## src/rtl/wb_commit_unit.sv

```systemverilog
// rtl/wb_commit_unit.sv - write-back commit: GPR write port, HI/LO, forwarding record (optional WB_RETIRE_CNT_EN commit counter)
module wb_commit_unit #(
    parameter int          DATA_W   = 32,
    parameter logic [4:0]  LINK_REG = 5'd31
) (
    input  logic                  Clk,
    input  logic                  Reset_n,
    input  logic                  MemToRegIn,
    input  logic [DATA_W-1:0]     LoadDataIn,
    input  logic [DATA_W-1:0]     ALUResultIn,
    input  logic [2*DATA_W-1:0]   ALU64ResultIn,
    input  logic [DATA_W-1:0]     PC4In,
    input  logic                  RegWriteIn,
    input  logic                  LinkIn,
    input  logic [1:0]            RegDstIn,
    input  logic [4:0]            RtIn,
    input  logic [4:0]            RdIn,
    input  logic                  HiSrcIn,
    input  logic                  LoSrcIn,
    input  logic                  HiWriteIn,
    input  logic                  LoWriteIn,
    output logic                  RegWriteOut,
    output logic [4:0]            WriteRegOut,
    output logic [DATA_W-1:0]     WriteDataOut,
    output logic [DATA_W-1:0]     HiOut,
    output logic [DATA_W-1:0]     LoOut,
    output logic                  FwdValidOut,
    output logic [4:0]            FwdRegOut,
    output logic [DATA_W-1:0]     FwdDataOut
`ifdef WB_RETIRE_CNT_EN
    ,
    output logic [31:0]           RetireCountOut
`endif
);

    logic [DATA_W-1:0] hiReg;
    logic [DATA_W-1:0] loReg;
    logic              fwdValid;
    logic [4:0]        fwdReg;
    logic [DATA_W-1:0] fwdData;

    // Destination index, write data and effective write enable (zero latency)
    always_comb begin
        WriteRegOut = RtIn;
        case (RegDstIn)
            2'b00:   WriteRegOut = RtIn;
            2'b01:   WriteRegOut = RdIn;
            2'b10:   WriteRegOut = LINK_REG;
            default: WriteRegOut = RtIn;
        endcase

        WriteDataOut = ALUResultIn;
        if (LinkIn)
            WriteDataOut = PC4In;
        else if (MemToRegIn)
            WriteDataOut = LoadDataIn;

        // Reserved destination and $0 are dropped; no writes while in reset
        RegWriteOut = Reset_n & RegWriteIn & (RegDstIn != 2'b11) & (WriteRegOut != 5'd0);
    end

    // Architectural HI register
    always_ff @(posedge Clk or negedge Reset_n) begin
        if (!Reset_n)
            hiReg <= '0;
        else if (HiWriteIn)
            hiReg <= HiSrcIn ? ALUResultIn : ALU64ResultIn[2*DATA_W-1:DATA_W];
    end

    // Architectural LO register, independent of HI
    always_ff @(posedge Clk or negedge Reset_n) begin
        if (!Reset_n)
            loReg <= '0;
        else if (LoWriteIn)
            loReg <= LoSrcIn ? ALUResultIn : ALU64ResultIn[DATA_W-1:0];
    end

    // One-cycle forwarding record; index/data hold when no commit, only valid clears
    always_ff @(posedge Clk or negedge Reset_n) begin
        if (!Reset_n) begin
            fwdValid <= 1'b0;
            fwdReg   <= '0;
            fwdData  <= '0;
        end else begin
            fwdValid <= RegWriteOut;
            if (RegWriteOut) begin
                fwdReg  <= WriteRegOut;
                fwdData <= WriteDataOut;
            end
        end
    end

    assign HiOut       = hiReg;
    assign LoOut       = loReg;
    assign FwdValidOut = fwdValid;
    assign FwdRegOut   = fwdReg;
    assign FwdDataOut  = fwdData;

`ifdef WB_RETIRE_CNT_EN
    logic [31:0] retireCount;

    // Count commits once regardless of how many targets they write; wraps silently
    always_ff @(posedge Clk or negedge Reset_n) begin
        if (!Reset_n)
            retireCount <= '0;
        else if (RegWriteOut | HiWriteIn | LoWriteIn)
            retireCount <= retireCount + 32'd1;
    end

    assign RetireCountOut = retireCount;
`endif

endmodule

```

## config.mk

```make
export PLATFORM = sky130hd
export DESIGN_NAME = wb_commit_unit
export DESIGN_NICKNAME = d
export VERILOG_FILES = /design/src/rtl/wb_commit_unit.sv
export SDC_FILE = /design/constraint.sdc
export NUM_CORES = 1
export LEC_CHECK = 0
export BUFFER_PORTS_ARGS = -buffer_cell sky130_fd_sc_hd__buf_2
export CAP_MARGIN = 10
export CORE_AREA = 2 2 126 128
export CTS_CLUSTER_DIAMETER = 30
export CTS_CLUSTER_SIZE = 24
export DETAILED_ROUTE_END_ITERATION = 10
export DIE_AREA = 0 0 128 130
export PLACE_DENSITY = 0.75
export SYNTH_ARGS = -nofsm -noshare
export SYNTH_HDL_FRONTEND = slang
export SYNTH_SLANG_ARGS = --single-unit
export TNS_END_PERCENT = 20
```

## constraint.sdc

```tcl
create_clock -name Clk -period 4.7 [get_ports Clk]
set_clock_uncertainty 0.05 [all_clocks]
set_input_delay 0.235 -clock Clk [delete_from_list [all_inputs] [get_ports Clk]]
set_output_delay 0.235 -clock Clk [all_outputs]
set_load 0.03 [all_outputs]
```

# --- Yosys cells after proc, flatten, opt, wreduce, memory -nomap -nowiden ---
# Index checks and enable logic that the tools add are counted.
# W data, S select, Z words.
word_totals:
  regBits: 102
  in_bits: 181
  output_inout_bits: 140
  wordCells: 17
classes:
  n_eq_ne: 3
  n_mux: 5
  bitwise_logic: 3
  reduce_logical: 1
op_table:
  columns: ["operator", "count"]
  rows:
  - ["$mux W32", 4]
  - ["$pmux W5 S2", 1]
  - ["$reduce_bool A5 Y1", 1]
  - ["$and A1 B1 Y1", 3]
  - ["$eq A2 B1 Y1 const B", 1]
  - ["$eq A2 B2 Y1 const B", 1]
  - ["$ne A2 B2 Y1 const B", 1]

# --- Depth between registers and ports, before layout ---
# Gate-level depths: netlist of the first run.
depth:
  word_depth: 4
  mapped_depth: 8
  ltp_nobuf: 6

# --- Least setup slack after synthesis of the first run ---
# OpenSTA, ideal clock, no wires.
synth_timing:
  kind: "input to register"
  startpoint: "input RegDstIn[0]"
  endpoint: "register fwdData[25] (netlist: FwdDataOut[25])"
  arrival_ns: 2.189
  required_time_ns: 4.525
  slack_ns: 2.336
  stages: 8
  n_path_buf: 2
  cell_sequence: "inv_1 ha_1 buf_2 a211o_1 a222oi_1 a31oi_2 buf_6 mux2_4"
synth_via:
  elab_chain_len: 4
  elab_cells_between_ends: 7
  classes_between: "eq/ne: 3; mux: 1; bitwise: 2; reduce/logical: 1"
synth_lines:
  columns: ["item", "line_no", "rtl"]
  rows:
  - ["start, declared", "15", "input logic [1:0] RegDstIn,"]
  - ["$eq A2 B2 Y1 or $eq A2 B1 Y1 (tied branches)", "45", "case (RegDstIn)"]
  - ["$pmux W5 S2", "45", null]
  - ["$reduce_bool A5 Y1", "59", "RegWriteOut = Reset_n & RegWriteIn & (RegDstIn != 2'b11) & (WriteRegOut != 5'd0);"]
  - ["$and A1 B1 Y1 (*)", "59", null]
  - ["via RegWriteOut", "22", "output logic RegWriteOut,"]
  - ["end signal, assigned", "88", "fwdData <= WriteDataOut;"]
  - ["end, declared", "40", "logic [DATA_W-1:0] fwdData;"]
# Mark *: on every way through the listed nets, which the timed path passes. The rest lies on a longest branch.
# A chain may end at the register's enable or synchronous reset.

# --- Final worst setup path of the first run ---
layout_timing:
  startpoint: "input Reset_n"
  endpoint: "output RegWriteOut"
layout_via:
  elab_chain_len: 3
layout_lines:
  columns: ["item", "line_no", "rtl"]
  rows:
  - ["start, declared", "7", "input logic Reset_n,"]
  - ["$and A1 B1 Y1 (3 in series)", "59", null]
  - ["end, declared", "22", null]
# Every way passes these cells.

==> flow_metrics.tcl, run 1 <==
set metrics [dict create \
    final.period_utilization_pct 66.8 \
    cts_root_buffer "clkbuf_16" \
    pwr-share-seq_pct 38.6 \
    hp-start "ALU64ResultIn[1]" \
    post_cts.repair.setup_buffers 0 \
    fmax_ghz 0.319 \
    vias 4839 \
    endpoint_kind "primary output" \
    cp.arrival_ns 2.85 \
    yosys.area_share.simple_pct 8.15 \
    synth.area.top_cells "dfrtp_1 49%, mux2i_1 19%, mux2_4 7.5%, a21oi_1 6.4%, nor2_1 4.7%" \
    pwr-share-clk_pct 27.4 \
    numCtsBuffers 9 \
    start_util_pct 33.9 \
    p_comb_share_pct 33.9 \
    hpwl_microns 12800 \
    yosysTopAreaCellShare_pct 48.8 \
    finalWorstPathRequiredPeriod_ns 3.14 \
    peakVddDrop_mv 0.201 \
    dr.first_iter.drc_count 240 \
    postSynthAreaPerCell_sq_um 10.4 \
    viasPerCell 4.86 \
    synthXorXnorAreaFrac_pct 0 \
    internal_power_mw 1.78 \
    highest_layer "met4" \
    postRouteAntennaNets 0 \
    synth_fa_ha_area_share_pct 0.717 \
    tightestPinTransition_ns 1.14 \
    met3_length_microns 1010 \
    drt_wl_total_microns 16800 \
    layout-drive-gt1-share_pct 46.3 \
    met1_length_microns 7100 \
    drc_errors 0 \
    row_count 46 \
    synth_seq_cells 102 \
    syn_area_sq_um 5230 \
    synthMuxAreaShare_pct 27.3 \
    relSlewSlack_pct 24.2 \
    dp_cells 978 \
    worstSetupStartpointType "input pin" \
    placed_area_sq_um 6940 \
    dr.pass1.iters 5 \
    cp_common_cell "buf_4" \
    yosysSeqAreaShare_pct 48.8 \
    reg2reg_from "FwdDataOut[20]" \
    finalInstanceArea_sq_um 7260 \
    cts.sinks 102 \
    cts_resized 0 \
    max_stage_delay_ns 0.55 \
    r2r-end "FwdDataOut[20]" \
    finalSetupViolations 0 \
    tns_ns 0 \
    portBuffers 320 \
    coreArea_sq_um 15400 \
    gp_congestion 0.836 \
    synth_compound_area_share_pct 11.2 \
    postSynthNetCount 685 \
    p_leak_nw 3.85 \
    path_cells "dlygate4sd3_1, buf_4, nand2_1, or2_2, a31oi_4, buf_4, buf_2" \
    synth_top_family_by_area "multiplexers" \
    ctsLongestPathBuffers 2 \
    fp.dieW_microns 128 \
    syn_inst 501 \
    yosys.area.top_type "dfrtp_1" \
    ios 321 \
    dieArea_sq_um 16600 \
    rr_worst_depth 1 \
    nets 982 \
    worst_path_max_delay_cell "buf_4" \
    p_per_area_nw_per_um2 386 \
    dr_wl_met2_microns 8400 \
    ys_warn_count 0 \
    min_to "LoOut[1]" \
    hold_path_depth 3 \
    htreeDepth 3 \
    chipHeight_microns 130 \
    num_antenna_cells 0 \
    crit_family "buffers and inverters" \
    rsz0062_at_grt "no" \
    critPathRequiredTime_ns 4.41 \
    grt_use_total_pct 19.3 \
    critPathBufInv 4 \
    switching_share_pct 36.3 \
    final_cells 995 \
    syn_to_final_growth_pct 38.8 \
    clkLatencyLatePin_ns 0.34 \
    reg2reg_slack_ns 3.85 \
    hold_class "in2reg" \
    grt_pass1_wl_microns 24700 \
    cts_tree "yes" \
    cp_max_fo 49 \
    grt-ovfl-total 0 \
    outcome "finished clean" \
    clk_pin_slew_ns 0.07 \
    antenna_found_initial 0 \
    drt-wirelength-per-cell_microns 16.9 \
    hold_viol_final 0 \
    grt_pass1_vias 4496 \
    synth.distinct_cells 23 \
    maxCapViolations 0 \
    grt_max_degree 65 \
    p_sw_mw 1.02 \
    crit_type "in2out" \
    finalMaxSlewViolations 0 \
]
worst max path at each step:
stage | start | to | depth (start not counted)
final | Reset_n | RegWriteOut | 7
after CTS | Reset_n | RegWriteOut | 7
after floorplan | RegDstIn[0] | FwdDataOut[25] | 8
after global routing | Reset_n | RegWriteOut | 7
after global placement | RegDstIn[0] | RegWriteOut | 8
after detailed placement | RegDstIn[0] | RegWriteOut | 8
routing by layer:
metal / vias to the layer above / track usage, %
li1: 2334 / -
met1: 2297 / 25.2
met2: 190 / 32.2
met3: 18 / 3.85
met4: 0 / 6.46
met5: - / 0
cell type report:
cell class,instances,area [sq um]
inverters,9,33.8
fillers,1515,8160
clock inverters,4,55.1
flip-flops and latches,102,2550
clock buffers,12,256
repair buffers,324,1640
well taps,192,240
multi-input cells,352,2490
cells by family (layout without fill, tap and decap cells):
kind of cell	Yosys count	in the layout
flip-flops	102	102
adder cells (fa/ha/maj)	3	3
AO/OA/AOI/OAI	111	111
multiplexers	129	129
buffers and inverters	47	349
AND/OR/NAND/NOR	109	109
through the flow:
| step | setup WS, ns | hold WS (ns) | util [%] | total power, mW |
|---|---|---|---|---|
| 2_1_floorplan | 2.34 | -0.111 | - | 1.70 |
| 3_3_place_gp | 2.02 | 0.224 | 45.0 | 2.03 |
| 3_5_place_dp | 1.96 | 0.244 | 45.0 | 2.05 |
| 4_1_cts | 1.48 | 0.121 | 47.1 | 2.84 |
| 5_1_grt | 1.31 | 0.128 | 47.1 | 2.94 |
| 6_report | 1.56 | 0.132 | 47.1 | 2.80 |
power groups by stage:
stage          logic (mW)  registers, mW  clock network [mW]
4_1_cts             0.957           1.08               0.798
3_3_place_gp        0.943           1.09                   0
5_1_grt              1.01           1.10               0.832
2_1_floorplan       0.340           1.36                   0
3_5_place_dp        0.956           1.10                   0
6_report            0.950           1.08               0.769
sequential cells by signal, summed over array words and instances (netlist names):
| register | cells |
|---|---|
| FwdValidOut | 1 |
| HiOut | 32 |
| LoOut | 32 |
| FwdDataOut | 32 |
| FwdRegOut | 5 |
cell usage after synthesis (all sizes together):
library cell / n
buf: 13
or2: 1
and2: 3
clkbuf: 25
a31oi: 1
a222oi: 1
o21ai: 35
a211o: 3
nor2: 65
nand2b: 3
o22ai: 2
ha: 3
dfrtp: 102
inv: 9
mux2i: 97
a21o: 1
o21a: 1
a21oi: 67
mux2: 32
nand2: 37
layout by cell type, fill, tap and decap left out, drive strengths merged:
cell,netlist,layout
buf,13,323
dfrtp,102,102
mux2i,97,97
a21oi,67,67
nor2,65,65
nand2,37,37
o21ai,35,35
mux2,32,32
clkbuf,25,12
inv,9,9
a211o,3,3
nand2b,3,3
and2,3,3
ha,3,3
o22ai,2,2
clkinv,0,2
a21o,1,1
o21a,1,1
a222oi,1,1
or2,1,1
a31oi,1,1
bufinv,0,1
clkinvlp,0,1
dlygate4sd3,0,1
tightest hold or removal path, stage by stage:
cell	delay (ns)
buf_2	0.07
mux2i_1	0.05
a21oi_1	0.13
timing repair:
action | CTS | global route
hold endpoints to repair | 47 | 0
hold buffers | 1 | 0
setup endpoints to repair | 0 | 0
Power figures use the tool's default switching activity.
==> run 2, diff against run 1 <==
Settings changed: PLACE_DENSITY 0.75 to 0.78.
Clock period 4.7 ns to 2.72 ns, I/O delays scaled along.
==> run 2 against run 1 <==
  * Die area unchanged
  * Design area up 0.62%
  * Combinational power up 75%
  * Clock power up 68%
  * Final cell count up 0.80%
  * Global-route usage up 1.0 points
  * Critical path type unchanged
  * Critical endpoint unchanged
  * Largest cell class unchanged
==> flow_metrics.tcl, run 2 (same netlist as run 1, synthesis figures left out) <==
set metrics [dict create \
    finalWorstPathRequiredPeriod_ns 2.29 \
    path_cells "buf_2, inv_1, ha_1, a211o_1, a222oi_1, buf_4, a31oi_4, buf_4, buf_2" \
    peakVddDrop_mv 0.276 \
    grt_max_degree 65 \
    mostFrequentLayoutCells "319 x buf_2, 102 x dfrtp_1, 97 x mux2i_1, 67 x a21oi_1, 65 x nor2_1" \
    post_cts.repair.setup_buffers 0 \
    vias 4875 \
    min_to "LoOut[6]" \
    final_common_cell "buf_2" \
    grt_pass1_wl_microns 25700 \
    utilization_pct 47.4 \
    reg2reg_slack_ns 1.86 \
    drt_wl_total_microns 17600 \
    ios 321 \
    finalInstanceArea_sq_um 7310 \
    gp_congestion 0.867 \
    outcome "finished clean" \
    dieArea_sq_um 16600 \
    cts_root_buffer "clkbuf_16" \
    grt-ovfl-total 0 \
    ctsLongestPathBuffers 2 \
    antenna_found_initial 0 \
    maxCapViolations 0 \
    worstSetupStartpointType "input pin" \
    dp_cells 987 \
    endpoint_kind "primary output" \
    r2r-end "FwdDataOut[8]" \
    p_per_area_nw_per_um2 659 \
    layout-drive-gt1-share_pct 46.9 \
    max_stage_delay_ns 0.41 \
    drc_errors 0 \
    syn_to_final_growth_pct 39.7 \
    postRouteAntennaNets 0 \
    critPathBufInv 5 \
    final.period_utilization_pct 84.3 \
    tns_ns 0 \
    cp_max_fo 24 \
    rr_worst_depth 1 \
    multi_input_area_sq_um 2490 \
    p_leak_nw 3.88 \
    final_cells 1003 \
    cts.sinks 102 \
    cts_tree "yes" \
    crit_family "buffers and inverters" \
    start_util_pct 33.9 \
    seq_area_sq_um 2550 \
    relSlewSlack_pct 25.1 \
    placed_area_sq_um 7010 \
    critPathRequiredTime_ns 2.53 \
    grt_pass1_vias 4648 \
    dr.first_iter.drc_count 217 \
    chipHeight_microns 130 \
    cp.arrival_ns 2.11 \
    clk_pin_slew_ns 0.07 \
    htreeDepth 3 \
    fin_hold_ws_ns 0.0387 \
    crit_type "in2out" \
    rsz0062_at_grt "no" \
    finalMaxSlewViolations 0 \
    worst_path_max_delay_cell "ha_1" \
    hold_class "in2reg" \
    hold_viol_final 0 \
    dr.pass1.iters 4 \
    row_count 46 \
    nets 991 \
    reg2reg_from "FwdDataOut[8]" \
    clkLatencyLatePin_ns 0.34 \
    portBuffers 320 \
    n_fill_cell 1501 \
    tightestPinTransition_ns 1.12 \
    coreArea_sq_um 15400 \
    numCtsBuffers 9 \
    hpwl_microns 13600 \
    hp-start "ALU64ResultIn[6]" \
    finalSetupViolations 0 \
    viasPerCell 4.86 \
    drt-wirelength-per-cell_microns 17.5 \
    fp.dieW_microns 128 \
    num_antenna_cells 0 \
    hold_path_depth 3 \
    fmax_ghz 0.436 \
    grt_use_total_pct 20.3 \
]
## run 2: area by class of cell
cell class              instances  share of cell area, %
multi-input cells             352                   34.1
clock buffers                  10                   3.13
clock inverters                 5                  0.822
repair buffers                333                   23.3
inverters                       9                  0.462
flip-flops and latches        102                   34.9
well taps                     192                   3.29
## run 2: power breakdown
group / internal (mW) / total, mW / switching, mW
Clock: 0.713 / 1.29 / 0.574
Sequential: 1.74 / 1.87 / 0.126
Combinational: 0.578 / 1.66 / 1.08
## run 2: what timing repair did
action                     4_1_cts  5_1_grt
hold endpoints to repair        99        0
resized for setup                0        0
hold buffers                     1        0
setup endpoints to repair        0        0
## run 2: worst max-delay path by stage
stage,endpoint,cells after the start,slack (ns),from
finish,RegWriteOut,9,0.43,RegDstIn[0]
global route,RegWriteOut,9,0.30,RegDstIn[0]
CTS,RegWriteOut,9,0.44,RegDstIn[0]
detailed placement,FwdDataOut[8],9,0.34,RegDstIn[0]
global placement,FwdDataOut[8],9,0.40,RegDstIn[0]
floorplan,FwdDataOut[25],8,0.46,RegDstIn[0]
## run 2: stage by stage
step	worst slack [ns]	power, mW
final	0.428	4.81
after global routing	0.301	5.06
after CTS	0.436	4.87
after detailed placement	0.343	3.56
after global placement	0.399	3.53
after floorplan	0.455	2.94
## run 2: worst min-delay path, stage by stage
cell	delay, ns
buf_2	0.07
mux2i_1	0.05
a21oi_1	0.13
## run 2: metal layers
layer	vias up	track usage [%]	routed length [microns]
met5	-	0	0
met4	0	7.82	388
met3	29	3.69	1110
met2	195	34.9	8860
met1	2301	25.5	7220
li1	2350	-	-
